File: src/rtl/pixel_input.sv
// pixel_input: camera byte capture, word packing, word FIFO and SRAM write path.
// Optional macro PIXEL_INPUT_TESTPAT_EN replaces cam_data with a per-frame byte counter.
module pixel_input #(
  parameter int          FIFO_DEPTH = 4,
  parameter logic [15:0] MAX_WORDS  = 16'hFFFF
) (
  input  logic        clk,
  input  logic        reset,
  input  logic        capture_en,
  input  logic        cam_pclk,
  input  logic        cam_vsync,
  input  logic        cam_href,
  input  logic [7:0]  cam_data,
  output logic        sram_start,
  output logic        sram_rw,
  output logic [15:0] sram_addr,
  output logic [15:0] sram_wdata,
  input  logic        sram_ready,
  output logic [15:0] stop_addr,
  output logic        frame_done,
  output logic        overflow
);
  localparam int          AW      = $clog2(FIFO_DEPTH);
  localparam logic [AW:0] PTR_ONE = 1;

  typedef enum logic [2:0] {C_IDLE, C_ARMED, C_FRAME, C_FLUSH, C_DONE} cap_state_t;
  typedef enum logic [1:0] {W_IDLE, W_REQ, W_WAIT} wr_state_t;

  function automatic logic addr_at_limit(input logic [15:0] a);
    return a == MAX_WORDS;
  endfunction

  function automatic logic [15:0] addr_inc(input logic [15:0] a);
    return (a == MAX_WORDS) ? a : a + 16'd1;
  endfunction

  cap_state_t  cap_state, cap_next;
  wr_state_t   wr_state, wr_next;
  logic        in_frame, frame_start, done_now;
  logic        pop, push_ok, push_drop, fifo_empty, fifo_full;
  logic [15:0] wr_addr;

  // Stage p0/p1: two-flop synchronizers; p2 holds the previous p1 for edge detection
  logic pclk_p0, pclk_p1, pclk_p2;
  logic vsync_p0, vsync_p1, vsync_p2;
  logic href_p0, href_p1, href_p2;

  always_ff @(posedge clk or posedge reset) begin
    if (reset) begin
      {pclk_p0, pclk_p1, pclk_p2}    <= '0;
      {vsync_p0, vsync_p1, vsync_p2} <= '0;
      {href_p0, href_p1, href_p2}    <= '0;
    end else begin
      {pclk_p0, pclk_p1, pclk_p2}    <= {cam_pclk, pclk_p0, pclk_p1};
      {vsync_p0, vsync_p1, vsync_p2} <= {cam_vsync, vsync_p0, vsync_p1};
      {href_p0, href_p1, href_p2}    <= {cam_href, href_p0, href_p1};
    end
  end

  logic       vld_p1, vsync_rise_p1, vsync_fall_p1, href_fall_p1;
  logic [7:0] byte_p1;

  assign vld_p1        = in_frame & pclk_p1 & ~pclk_p2 & href_p1 & ~vsync_p1;
  assign vsync_rise_p1 = vsync_p1 & ~vsync_p2;
  assign vsync_fall_p1 = ~vsync_p1 & vsync_p2;
  assign href_fall_p1  = ~href_p1 & href_p2;

`ifdef PIXEL_INPUT_TESTPAT_EN
  logic [7:0] tp_cnt;
  logic       unused_cam_data;
  assign unused_cam_data = ^cam_data;

  always_ff @(posedge clk or posedge reset) begin
    if (reset)            tp_cnt <= '0;
    else if (frame_start) tp_cnt <= '0;
    else if (vld_p1)      tp_cnt <= tp_cnt + 8'd1;
  end
  assign byte_p1 = tp_cnt;
`else
  logic [7:0] data_p0, data_p1;

  always_ff @(posedge clk) begin
    data_p0 <= cam_data;
    data_p1 <= data_p0;
  end
  assign byte_p1 = data_p1;
`endif

  // Stage p2: byte pairing; a half word never survives a line or frame boundary
  logic        pend_vld_p2, push_p2;
  logic [7:0]  pend_hi_p2;
  logic [15:0] push_word_p2;

  always_ff @(posedge clk or posedge reset) begin
    if (reset) begin
      pend_vld_p2 <= 1'b0;
      push_p2     <= 1'b0;
    end else begin
      push_p2 <= 1'b0;
      if (!in_frame || href_fall_p1) begin
        pend_vld_p2 <= 1'b0;
      end else if (vld_p1) begin
        pend_vld_p2 <= ~pend_vld_p2;
        push_p2     <= pend_vld_p2;
      end
    end
  end

  always_ff @(posedge clk) begin
    if (vld_p1) begin
      if (pend_vld_p2) push_word_p2 <= {pend_hi_p2, byte_p1};
      else             pend_hi_p2   <= byte_p1;
    end
  end

  // Stage p3: word FIFO; a full FIFO still accepts a push when the head leaves the same cycle
  logic [15:0] fifo_mem [FIFO_DEPTH];
  logic [AW:0] wr_ptr, rd_ptr;

  assign fifo_empty = (wr_ptr == rd_ptr);
  assign fifo_full  = (wr_ptr[AW] != rd_ptr[AW]) && (wr_ptr[AW-1:0] == rd_ptr[AW-1:0]);
  assign push_ok    = push_p2 & (~fifo_full | pop);
  assign push_drop  = push_p2 & fifo_full & ~pop;

  always_ff @(posedge clk or posedge reset) begin
    if (reset) begin
      wr_ptr <= '0;
      rd_ptr <= '0;
    end else begin
      if (push_ok) wr_ptr <= wr_ptr + PTR_ONE;
      if (pop)     rd_ptr <= rd_ptr + PTR_ONE;
    end
  end

  always_ff @(posedge clk) begin
    if (push_ok) fifo_mem[wr_ptr[AW-1:0]] <= push_word_p2;
  end

  // Capture FSM
  always_ff @(posedge clk or posedge reset) begin
    if (reset) cap_state <= C_IDLE;
    else       cap_state <= cap_next;
  end

  always_comb begin
    cap_next = cap_state;
    unique case (cap_state)
      C_IDLE:  if (capture_en && vsync_p1) cap_next = C_ARMED;
      C_ARMED: if (vsync_fall_p1) cap_next = C_FRAME;
      C_FRAME: if (vsync_rise_p1) cap_next = C_FLUSH;
      C_FLUSH: if (fifo_empty && !push_p2 && wr_state == W_IDLE) cap_next = C_DONE;
      C_DONE:  cap_next = (capture_en && vsync_p1) ? C_ARMED : C_IDLE;
      default: cap_next = C_IDLE;
    endcase
  end

  always_comb begin
    in_frame    = 1'b0;
    frame_start = 1'b0;
    done_now    = 1'b0;
    unique case (cap_state)
      C_ARMED: frame_start = vsync_fall_p1;
      C_FRAME: in_frame    = 1'b1;
      C_DONE:  done_now    = 1'b1;
      default: ;
    endcase
  end

  always_ff @(posedge clk or posedge reset) begin
    if (reset) begin
      stop_addr  <= '0;
      frame_done <= 1'b0;
    end else begin
      frame_done <= done_now;
      if (done_now) stop_addr <= wr_addr;
    end
  end

  // Write FSM: the head is popped in W_IDLE so address and data are valid when start rises
  always_ff @(posedge clk or posedge reset) begin
    if (reset) wr_state <= W_IDLE;
    else       wr_state <= wr_next;
  end

  always_comb begin
    wr_next = wr_state;
    unique case (wr_state)
      W_IDLE:  if (!fifo_empty && !addr_at_limit(wr_addr)) wr_next = W_REQ;
      W_REQ:   wr_next = W_WAIT;
      W_WAIT:  if (sram_ready) wr_next = W_IDLE;
      default: wr_next = W_IDLE;
    endcase
  end

  always_comb begin
    sram_start = (wr_state == W_REQ);
    pop        = (wr_state == W_IDLE) && !fifo_empty;
  end

  assign sram_rw = 1'b1;

  always_ff @(posedge clk or posedge reset) begin
    if (reset) begin
      wr_addr    <= '0;
      sram_addr  <= '0;
      sram_wdata <= '0;
      overflow   <= 1'b0;
    end else begin
      if (frame_start) begin
        wr_addr  <= '0;
        overflow <= 1'b0;
      end else begin
        if (wr_state == W_WAIT && sram_ready) wr_addr <= addr_inc(wr_addr);
        if (push_drop || (pop && addr_at_limit(wr_addr))) overflow <= 1'b1;
      end
      if (pop && !addr_at_limit(wr_addr)) begin
        sram_addr  <= wr_addr;
        sram_wdata <= fifo_mem[rd_ptr[AW-1:0]];
      end
    end
  end

endmodule

File: config.mk
export PLATFORM = sky130hd
export DESIGN_NAME = pixel_input
export DESIGN_NICKNAME = d
export VERILOG_FILES = /design/src/rtl/pixel_input.sv
export SDC_FILE = /design/constraint.sdc
export NUM_CORES = 1
export LEC_CHECK = 0
export ABC_AREA = 1
export CAP_MARGIN = 5
export CORE_MARGIN = 5
export CORE_UTILIZATION = 50
export CTS_CLUSTER_SIZE = 24
export DETAILED_ROUTE_END_ITERATION = 10
export GPL_ROUTABILITY_DRIVEN = 0
export GPL_TIMING_DRIVEN = 0
export PLACE_DENSITY_LB_ADDON = 0.08
export SLEW_MARGIN = 10
export SYNTH_ARGS = -nofsm -noshare
export SYNTH_HDL_FRONTEND = slang
export SYNTH_SLANG_ARGS = --single-unit
File: constraint.sdc
create_clock -name clk -period 3.6 [get_ports clk]
set_input_delay 1.08 -clock clk [delete_from_list [all_inputs] [get_ports clk]]
set_output_delay 1.08 -clock clk [all_outputs]
set_load 0.01 [all_outputs]
# Word-level counts from Yosys, hierarchy flattened
# Memories as Yosys holds them, arrays and structs flattened. A register that Yosys moved wholly into a read port is not among the register bits.
# Index checks and enable logic that the tools add are counted.
[op_classes]
addsub = 3
n_eq_ne = 17
muxes = 23
n_bitwise = 18
reduce_logical = 25
[ops]
columns = ["cell", "count"]
rows = [
  ["two-way mux 16 bit", 3],
  ["adder 16 x 1 -> 16 bit, second input constant", 1],
  ["== test 16 bit, second input constant", 1],
  ["one-hot mux 3 bit (5 select lines)", 1],
  ["two-way mux 1 bit", 12],
  ["two-way mux 3 bit", 4],
  ["!= test 2 bit, second input constant", 6],
  ["AND 1 bit", 10],
  ["logical AND 1 bit", 9],
  ["AND reduction 2 bit", 4],
  ["NOT 1 bit", 7],
  ["adder 3 x 1 -> 3 bit, second input constant", 2],
  ["== test 3 x 2 -> 1 bit, second input constant", 2],
  ["one-hot mux 2 bit (3 select lines)", 1],
  ["nonzero test 2 bit", 3],
  ["logical NOT 1 bit", 4],
  ["two-way mux 2 bit", 2],
  ["AND reduction 4 bit", 1],
  ["== test 3 x 1 -> 1 bit, second input constant", 1],
  ["== test 3 bit", 1],
  ["== test 3 bit, second input constant", 1],
  ["logical NOT 3 bit", 1],
  ["== test 2 x 1 -> 1 bit, second input constant", 1],
  ["== test 2 bit", 1],
  ["6 further kinds", 7],
]
[word_totals]
register_bits = 112
ram_bits = 64
input_bits = 15
output_inout_bits = 52
wordCells = 111
mem_count = 1
[memory_table]
columns = ["memory", "depth", "width", "rd", "rd_clocked_by_memory_dff", "wr", "line", "source"]
rows = [
  ["fifo_mem", 4, 16, 1, 1, 1, "117", "logic [15:0] fifo_mem [FIFO_DEPTH];"],
]

# Depth between registers and ports, before layout
# Gate-level depths: netlist of run 1.
[logic_depth]
depth_word = 8
ltp_mapped = 13

# Least setup slack after synthesis of run 1
# OpenSTA, ideal clock, no wires.
[synth_timing]
path_type = "register to register"
start = "register rd_ptr[0]"
end = "memory fifo_mem[0][0], enable pin"
setup_ns = 0.389
arrival_time_ns = 1.698
required_ns = 3.211
path_slack_ns = 1.513
stages_incl_launch_ff = 9
path_buffers = 1
cell_sequence = "dfrtp_1 buf_2 inv_2 nand2_1 nand2_1 nor2_4 nand2_1 nand2_1 nor2_1"
[synth_between]
elab_chain_cells = 7
word_cells_on_any_way = 10
cone_classes = "eq/ne (2); mux (2); bitwise (3); reduce/logical (3)"
[synth_lines]
columns = ["item", "line", "source"]
rows = [
  ["start: declaration", "118", "logic [AW:0] wr_ptr, rd_ptr;"],
  ["start signal: assignment", "131", "if (pop) rd_ptr <= rd_ptr + PTR_ONE;"],
  ["== test 3 bit or == test 2 bit (tied branches)", "120, 121", ""],
  ["logical NOT 1 bit or logical AND 1 bit (tied branches)", "197, 121", ""],
  ["logical AND 1 bit or NOT 1 bit (tied branches)", "197, 122", ""],
  ["OR 1 bit (*)", "122", "assign push_ok = push_p2 & (~fifo_full | pop);"],
  ["AND 1 bit (*)", "122", ""],
  ["two-way mux 1 bit (*)", "136", "if (push_ok) fifo_mem[wr_ptr[AW-1:0]] <= push_word_p2;"],
  ["two-way mux 1 bit (not written as such) (*)", "136", ""],
  ["end: declaration", "117", ""],
]
# Mark *: on every way between the ends. The rest lies on a longest branch, timed or not.

# Final worst setup path of run 1
[layout_timing]
start = "register wr_state[0]"
end = "output port sram_start"
[layout_between]
elab_chain_cells = 1
[layout_lines]
columns = ["item", "line", "source"]
rows = [
  ["start: declaration", "38", "wr_state_t wr_state, wr_next;"],
  ["start signal: assignment", "182", "else wr_state <= wr_next;"],
  ["== test 2 x 1 -> 1 bit", "196", "sram_start = (wr_state == W_REQ);"],
  ["end: declaration", "14", "output logic sram_start,"],
]
# No other way between the ends.

==> impl_metrics.py, run 1 <==
metrics = {
    "timing": {
        "slew_viol_final": 0,
        "timing.final.crit_share_pct": 73.6,
        "clock_skew_ns": 0.0129,
        "period_minus_slack_ns": 2.65,
        "tns_ns": 0,
        "maxSlewHeadroom_pct": 50.4,
        "final_hold_viol_count": 0,
        "max_freq_mhz": 378,
        "setup_violations": 0,
        "holdWs_ns": 0.328,
        "worstMarginPinSlew_ns": 0.744,
        "rsz0062_at_grt": "false",
    },
    "floorplan": {
        "core_sq_um": 14400,
        "die_h_um": 131,
        "die_x_um": 131,
        "start_util_pct": 50.7,
        "die_area_sq_um": 17100,
        "num_rows": 44,
        "io_pins": 67,
    },
    "min_path": {
        "min_to": "byte_p1[6]$_DFF_P_",
        "whs_path_depth": 0,
        "hp-class": "flip-flop to flip-flop",
        "worstHoldStart": "data_p0[6]$_DFF_P_",
    },
    "synthesis": {
        "ys_seq_area_share_pct": 70.6,
        "synth_area_leader_cell": "edfxtp_1",
        "synth_flop_cell": "edfxtp_1",
        "synth_cell_type_count": 31,
        "synth_edf_count": 88,
        "async_flop_share_pct": 45.8,
        "ys_ff_latch": 192,
        "synthesis.area_sq_um": 7310,
        "yosys.area.top_type_share_pct": 36.1,
        "syn_inst": 646,
        "syn_nets": 667,
        "synth_warnings": 0,
        "syn_avg_cell_area_sq_um": 11.3,
        "yosysMostFrequentCell": "nand2_1",
        "synth_common_cells": "139 x nand2_1, 88 x dfrtp_1, 88 x edfxtp_1",
        "synth_area_leaders": "edfxtp_1 36%, dfrtp_1 30%, nand2_1 7.1%, o21ai_0 4.8%, dfxtp_1 4.4%",
    },
    "setup_path": {
        "crit_arrival_ns": 1.57,
        "r2r_slack_ns": 1.35,
        "required_ns": 2.52,
        "crit_buf_inv": 2,
        "startpoint": "wr_state[0]$_DFFE_PP0P_",
        "reg2reg_from": "rd_ptr[1]$_DFFE_PP0P_",
        "cp_max_fo": 3,
        "r2r-end": "fifo_mem[3][9]$_DFFE_PP_",
        "cpPeakStageDelay_ns": 0.55,
        "crit_family": "buffers and inverters",
        "reg2reg_depth": 8,
        "startpoint_type": "flip-flop",
        "cp-end-kind": "output pin",
        "path_cells": "inv_1 -> nor2_1 -> clkdlybuf4s50_1",
        "critPathKind": "flip-flop to output pin",
        "crit_slowest_cell": "clkdlybuf4s50_1",
    },
    "clock_network": {
        "cts_tree": "done",
        "clockBufferDepth": 2,
        "cts.repair.resized": 0,
        "clk_pin_slew_worst_paths_ns": 0.07,
        "cts.hold.buffers_added": 0,
        "htreeDepth": 4,
        "cts.sinks": 192,
        "numCtsBuffers": 17,
        "root_buffer": "clkbuf_16",
        "postCtsSetupBuffers": 0,
        "clock_latency_ns": 0.43,
    },
    "grt": {
        "track_usage_pct": 18.5,
        "gr-total-overflow": 0,
        "grt_pass1_vias": 4667,
        "grt_start_max_net_pins": 54,
        "grt_pass1_wl_um": 24300,
        "antenna_found_initial": 0,
    },
    "detailed_routing": {
        "via_per_inst": 5.24,
        "first_pass_iters": 5,
        "drt-initial-drc-count": 444,
        "drc": 0,
        "vias": 4880,
        "drt_wl_total_um": 14700,
        "antenna_left": 0,
        "wire_per_inst_um": 15.8,
    },
    "final_layout": {
        "multi_input_area_sq_um": 1850,
        "final_nets": 756,
        "n_fill_cell": 1194,
        "area_growth_pct": 20.9,
        "antenna_cells": 0,
        "register_area_sq_um": 5160,
        "drive_gt1_share_pct": 9.89,
    },
    "pwr": {
        "ir_worst_vdd_mv": 0.369,
        "p_leak_nw": 3.59,
        "total_power_w": 0.00618,
        "powerDensity_nw_per_um2": 698,
    },
    "placed_design": {
        "port-buffer-count": 65,
        "dp_hpwl_um": 10400,
    },
    "run_status": {
        "status": "complete, no violations",
    },
    "job": {
        "maxCapViolCount": 0,
    },
}
[state kept, by name, indices dropped and copies added (netlist names), 2 cells and up]
signal,flops
fifo_mem,64
rd_ptr,3
push_word_p2,16
data_p0,8
sram_wdata,16
pend_hi_p2,8
byte_p1,8
cap_state,3
wr_addr,16
wr_ptr,3
wr_state,2
sram_addr,16
stop_addr,16
[worst max-delay path by stage]
stage                                end  slack, ns  depth (start not counted)
2_1_floorplan   cap_state[0]$_DFFE_PP0P_       0.24                          1
3_5_place_dp      wr_addr[3]$_DFFE_PP0P_       0.91                          6
5_1_grt                       sram_start       0.87                          3
4_1_cts                       sram_start       0.93                          3
6_report                      sram_start       0.95                          3
3_3_place_gp   sram_wdata[0]$_DFFE_PP0P_      -1.16                          2
[area by class of cell]
type	instances	share of cell area (%)
sequential	192	58.4
clock buffer	18	4.85
timing repair buffer	70	8.22
multi-input combinational	384	20.9
tap	184	2.60
inverter	49	2.11
clock inverter	14	1.43
buffer	21	1.47
[worst reg2reg max path, delay by kind of cell (launching register included)]
kind | cells | cell delay (ns)
flip-flops | 1 | 0.52
buffers and inverters | 2 | 0.47
AND/OR/NAND/NOR | 6 | 0.97
[where the power goes]
group          internal (W)  switching [W]  total, W
Sequential          0.00249       0.000156   0.00264
Clock              0.000911       0.000856   0.00177
Combinational      0.000686        0.00108   0.00176
Total               0.00408        0.00209   0.00618
[through the flow]
stage	util (%)	area, sq um	instances	worst slack [ns]
final	61.3	8840	932	0.951
after global routing	61.3	8840	932	0.866
after CTS	61.3	8840	932	0.927
after detailed placement	57.4	8280	900	0.913
after global placement	56.8	8200	895	-1.16
after floorplan	-	7310	646	0.241
[cell usage in the layout (no fill, tap or decap), types with 2 or more instances in the layout]
cell	netlist	final
nand2_4	2	2
xnor2_1	2	2
a21oi_1	4	4
o21ai_1	5	5
nand2_2	13	13
xor2_1	8	8
clkinv_2	0	2
nand3_1	29	29
o21ai_0	70	70
dfrtp_1	88	88
clkbuf_1	12	13
nor2_1	64	59
buf_8	1	2
nor2_2	3	8
nor3_1	4	4
inv_2	4	4
dfxtp_1	16	16
ha_1	6	6
buf_6	2	5
nand4_1	13	13
edfxtp_1	88	88
inv_1	45	44
o22ai_1	17	17
inv_6	0	3
inv_8	0	4
clkinv_4	0	2
clkbuf_16	0	17
clkdlybuf4s50_1	0	65
buf_2	4	4
nand2_1	139	139
[routing by layer]
layer  global-route usage [%]  wire length (um)  vias up
met3                     4.23               923       16
met1                     27.2              6880     2368
met2                     28.1              6750      144
met4                     5.14               165        0
li1                         -                 -     2352
met5                        0                 0        -
[cells by family after synthesis]
group           after synthesis  share of synthesized area [%]
compound gates               97                           6.96
xor+xnor                     10                           1.20
fa+ha+maj                     6                           1.03
buf+inv                      70                           4.29
flops                       192                           70.6
other cells                   1                         0.0513
simple gates                270                           15.9
Power figures use the tool's default switching activity.
==> run 2, diff against run 1 <==
==> constraint.sdc (replaced) <==
create_clock -name clk -period 2.6 [get_ports clk]
set_input_delay 0.78 -clock clk [delete_from_list [all_inputs] [get_ports clk]]
set_output_delay 0.78 -clock clk [all_outputs]
set_load 0.01 [all_outputs]
==> impl_metrics.py, run 2 (same netlist as run 1, synthesis figures left out) <==
metrics = {
    "run_status": {
        "status": "complete, no violations",
    },
    "grt": {
        "antenna_found_initial": 0,
        "track_usage_pct": 17.8,
        "grt_start_max_net_pins": 32,
        "grt_pass1_vias": 4487,
        "grt_pass1_wl_um": 23300,
        "gr-total-overflow": 0,
    },
    "clock_network": {
        "cts.sinks": 192,
        "clockBufferDepth": 2,
        "clk_pin_slew_worst_paths_ns": 0.07,
        "cts.repair.resized": 0,
        "clock_latency_ns": 0.43,
        "htreeDepth": 4,
        "postCtsSetupBuffers": 0,
        "cts_tree": "done",
        "root_buffer": "clkbuf_16",
        "cts.hold.buffers_added": 0,
        "numCtsBuffers": 17,
    },
    "floorplan": {
        "die_h_um": 131,
        "core_sq_um": 14400,
        "io_pins": 67,
        "num_rows": 44,
        "die_x_um": 131,
        "die_area_sq_um": 17100,
        "start_util_pct": 50.7,
    },
    "detailed_routing": {
        "first_pass_iters": 5,
        "vias": 4879,
        "drt-initial-drc-count": 333,
        "via_per_inst": 5.23,
        "wire_per_inst_um": 15.7,
        "drt_wl_total_um": 14600,
        "antenna_left": 0,
        "drc": 0,
    },
    "pwr": {
        "powerDensity_nw_per_um2": 983,
        "ir_worst_vdd_mv": 0.661,
        "p_leak_nw": 3.63,
    },
    "setup_path": {
        "crit_slowest_cell": "clkdlybuf4s50_1",
        "cp_max_fo": 3,
        "critPathKind": "flip-flop to output pin",
        "required_ns": 1.82,
        "cpPeakStageDelay_ns": 0.55,
        "cp-end-kind": "output pin",
        "path_cells": "inv_1 -> nor2_1 -> clkdlybuf4s50_1",
        "startpoint_type": "flip-flop",
        "crit_arrival_ns": 1.54,
    },
    "timing": {
        "period_minus_slack_ns": 2.32,
        "setup_violations": 0,
        "worst_slack_ns": 0.282,
        "maxSlewHeadroom_pct": 21.4,
        "max_freq_mhz": 431,
        "final_hold_viol_count": 0,
        "timing.final.crit_share_pct": 89.1,
        "clock_skew_ns": 0.00838,
        "worstMarginPinSlew_ns": 1.17,
        "slew_viol_final": 0,
        "holdWs_ns": 0.330,
        "rsz0062_at_grt": "false",
    },
    "placed_design": {
        "dp_hpwl_um": 10300,
        "dp_cells": 901,
        "port-buffer-count": 65,
        "place_ws_ns": 0.199,
        "dpl_cell_area_sq_um": 8310,
    },
    "final_layout": {
        "mostFrequentLayoutCell": "nand2_1",
        "antenna_cells": 0,
        "n_fill_cell": 1165,
        "final_nets": 757,
        "largest_reg_flops": 64,
        "register_area_sq_um": 5160,
        "drive_gt1_share_pct": 10.1,
        "layout_common_cells": "139 x nand2_1, 88 x dfrtp_1, 88 x edfxtp_1, 70 x o21ai_0, 65 x clkdlybuf4s50_1",
        "final_area_sq_um": 8930,
        "fin_cells": 933,
        "area_growth_pct": 22.1,
        "utilization_pct": 61.9,
        "multi_input_area_sq_um": 1850,
    },
    "job": {
        "maxCapViolCount": 0,
    },
    "min_path": {
        "hp-class": "flip-flop to flip-flop",
    },
}
[run 2: cell type report]
class                      instances  area share, %
clock inverter                    13           1.78
multi-input combinational        384           20.7
buffer                            21           1.46
inverter                          49           2.10
clock buffer                      19           5.20
tap                              184           2.58
timing repair buffer              71           8.37
sequential                       192           57.8
[run 2: path summary, 6_finish.rpt]
kind / slack, ns / from / end / cells past startpoint
min: 0.33 / data_p0[5]$_DFF_P_ / byte_p1[5]$_DFF_P_ / 0
max reg2reg: 0.37 / rd_ptr[1]$_DFFE_PP0P_ / fifo_mem[2][14]$_DFFE_PP_ / 8
max: 0.28 / wr_state[0]$_DFFE_PP0P_ / sram_start / 3
min reg2reg: 0.33 / data_p0[5]$_DFF_P_ / byte_p1[5]$_DFF_P_ / 0
min in group asynchronous: 0.80 / reset / sram_wdata[0]$_DFFE_PP0P_ / 2
max in group asynchronous: 0.99 / reset / wr_state[1]$_DFFE_PP0P_ / 4
[run 2: critical path, delay by kind of cell (launching register included)]
| family | cells | cell delay, ns |
|---|---|---|
| flops | 1 | 0.38 |
| simple gates | 1 | 0.11 |
| buf+inv | 2 | 0.63 |
[run 2: power breakdown]
group	internal [W]	switching (W)	leakage [nW]
registers	0.00344	0.000214	2.09
clock network	0.00147	0.00121	0.309
logic	0.000951	0.00150	1.23
[run 2: metal layers]
layer	up-vias	track usage [%]	part of all wire, %
li1	2354	-	-
met1	2367	26.0	47
met2	144	27.2	46
met3	14	3.86	5.9
met4	0	4.96	1.0
met5	-	0	0
[run 2: per-stage QoR]
step	total power, W	setup TNS, ns
after floorplan	0.00523	0
after global placement	0.00612	-29.29
after detailed placement	0.00617	0
after CTS	0.00884	0
after global routing	0.00926	0
final	0.00878	0
==> run 3, diff against run 2 <==
--- a/config.mk
+++ b/config.mk
@@ -14,6 +14,7 @@
 export GPL_ROUTABILITY_DRIVEN = 0
 export GPL_TIMING_DRIVEN = 0
 export PLACE_DENSITY_LB_ADDON = 0.08
+export RECOVER_POWER = 50
 export SLEW_MARGIN = 10
 export SYNTH_ARGS = -nofsm -noshare
 export SYNTH_HDL_FRONTEND = slang
==> impl_metrics.py, run 3 (same netlist as run 1, synthesis figures left out) <==
metrics = {
    "placed_design": {
        "dpl_cell_area_sq_um": 8310,
        "port-buffer-count": 65,
        "dp_hpwl_um": 10300,
    },
    "pwr": {
        "p_leak_nw": 3.63,
        "p_clk_share_pct": 30.5,
        "ir_worst_vdd_mv": 0.660,
        "p_seq_share_pct": 41.9,
        "powerDensity_nw_per_um2": 982,
        "internal_power_w": 0.00584,
        "power_switching_w": 0.00290,
        "combPwrFrac_pct": 27.6,
        "p_sw_share_pct": 33.1,
    },
    "floorplan": {
        "io_pins": 67,
        "start_util_pct": 50.7,
        "num_rows": 44,
        "die_x_um": 131,
        "die_area_sq_um": 17100,
        "die_h_um": 131,
        "core_sq_um": 14400,
    },
    "detailed_routing": {
        "antenna_left": 0,
        "drc": 0,
        "drt-initial-drc-count": 341,
        "vias": 4866,
        "via_per_inst": 5.22,
        "first_pass_iters": 5,
        "drt_wl_total_um": 14600,
        "wire_per_inst_um": 15.7,
    },
    "clock_network": {
        "numCtsBuffers": 17,
        "cts.sinks": 192,
        "clockBufferDepth": 2,
        "cts.repair.resized": 0,
        "cts.hold.buffers_added": 0,
        "root_buffer": "clkbuf_16",
        "htreeDepth": 4,
        "clk_pin_slew_worst_paths_ns": 0.07,
        "cts_tree": "done",
        "postCtsSetupBuffers": 0,
        "clock_latency_ns": 0.43,
    },
    "timing": {
        "period_minus_slack_ns": 2.32,
        "clock_skew_ns": 0.00782,
        "slew_viol_final": 0,
        "timing.final.crit_share_pct": 89.2,
        "setup_violations": 0,
        "worstMarginPinSlew_ns": 1.43,
        "rsz0062_at_grt": "false",
        "final_hold_viol_count": 0,
        "maxSlewHeadroom_pct": 4.22,
        "max_freq_mhz": 431,
        "tns_ns": 0,
    },
    "setup_path": {
        "reg2reg_from": "rd_ptr[0]$_DFFE_PP0P_",
        "reg2reg_depth": 9,
        "startpoint_type": "flip-flop",
        "crit_arrival_ns": 1.54,
        "required_ns": 1.82,
        "cp_max_fo": 3,
        "critPathKind": "flip-flop to output pin",
        "r2r-end": "fifo_mem[2][14]$_DFFE_PP_",
        "cp-end-kind": "output pin",
        "r2r_slack_ns": 0.34,
    },
    "run_status": {
        "status": "complete, no violations",
    },
    "grt": {
        "grt_pass1_vias": 4487,
        "grt_start_max_net_pins": 32,
        "antenna_found_initial": 0,
        "track_usage_pct": 17.8,
        "gr-total-overflow": 0,
        "grt_pass1_wl_um": 23300,
    },
    "final_layout": {
        "mostFrequentLayoutCell": "nand2_1",
        "final_area_sq_um": 8900,
        "layout_common_cells": "142 x nand2_1, 88 x dfrtp_1, 88 x edfxtp_1, 70 x o21ai_0, 61 x nor2_1",
        "area_growth_pct": 21.7,
        "largest_reg_flops": 64,
        "final_nets": 757,
        "drive_gt1_share_pct": 9.35,
        "antenna_cells": 0,
        "utilization_pct": 61.7,
    },
    "min_path": {
        "hp-class": "flip-flop to flip-flop",
        "worstHoldStart": "data_p0[5]$_DFF_P_",
        "whs_path_depth": 0,
        "min_to": "byte_p1[5]$_DFF_P_",
    },
    "job": {
        "maxCapViolCount": 0,
    },
}
[run 3: cell types whose count changed in the layout (fill, tap and decap cells not counted)]
cell,before,now
nor3_2,1,0
nor2_4,1,0
clkinvlp_4,1,0
clkinvlp_2,0,1
dlygate4sd3_1,0,13
clkdlybuf4s50_1,65,52
nand2_2,13,11
inv_1,44,45
nor2_1,60,61
nor3_1,4,5
nand2_1,139,142
nand2_4,2,1
inv_2,4,3
[run 3: how the worst max path moves through the flow]
stage / slack, ns / startpoint / cells after the start / endpoint
floorplan: 0.51 / rd_ptr[0]$_DFFE_PP0P_ / 8 / fifo_mem[0][0]$_DFFE_PP_
global placement: -0.28 / rd_ptr[1]$_DFFE_PP0P_ / 7 / fifo_mem[0][11]$_DFFE_PP_
detailed placement: 0.20 / sram_ready / 6 / wr_addr[2]$_DFFE_PP0P_
CTS: 0.25 / wr_state[0]$_DFFE_PP0P_ / 3 / sram_start
global route: 0.15 / rd_ptr[1]$_DFFE_PP0P_ / 8 / fifo_mem[2][5]$_DFFE_PP_
finish: 0.28 / wr_state[0]$_DFFE_PP0P_ / 3 / sram_start
[run 3: stage by stage]
step / total power (W) / setup slack [ns] / hold WS [ns] / instances
3_5_place_dp: 0.00617 / 0.199 / 0.316 / 901
6_report: 0.00874 / 0.280 / 0.330 / 933
4_1_cts: 0.00884 / 0.247 / 0.333 / 933
3_3_place_gp: 0.00612 / -0.283 / 0.310 / 895
2_1_floorplan: 0.00523 / 0.513 / 0.310 / 646
5_1_grt: 0.00922 / 0.151 / 0.337 / 933
[run 3: layout make-up]
type | instances | area, sq um
flip-flops and latches | 192 | 5160
well taps | 184 | 230
multi-input cells | 384 | 1820
fillers | 1172 | 5520
inverters | 49 | 185
plain buffers | 21 | 130
repair buffers | 71 | 747
clock inverters | 13 | 159
clock buffers | 19 | 464
[run 3: power by group through the flow]
stage               Combinational, W  Clock, W  Sequential, W
global placement             0.00241         0        0.00371
detailed placement           0.00245         0        0.00372
global route                 0.00268   0.00285        0.00370
CTS                          0.00247   0.00272        0.00366
finish                       0.00241   0.00267        0.00366
floorplan                    0.00148         0        0.00375
[run 3: critical path, cell delays in order (launching register included)]
cell and delay, ns:
dfrtp_1 0.38, inv_1 0.08, nor2_1 0.11, clkdlybuf4s50_1 0.55
[run 3: metal layers]
layer	vias to the layer above	track usage, %	share of wire [%]
met4	0	4.96	1.0
li1	2352	-	-
met3	12	3.86	6.0
met1	2360	26.0	47
met2	142	27.2	46
met5	-	0	0
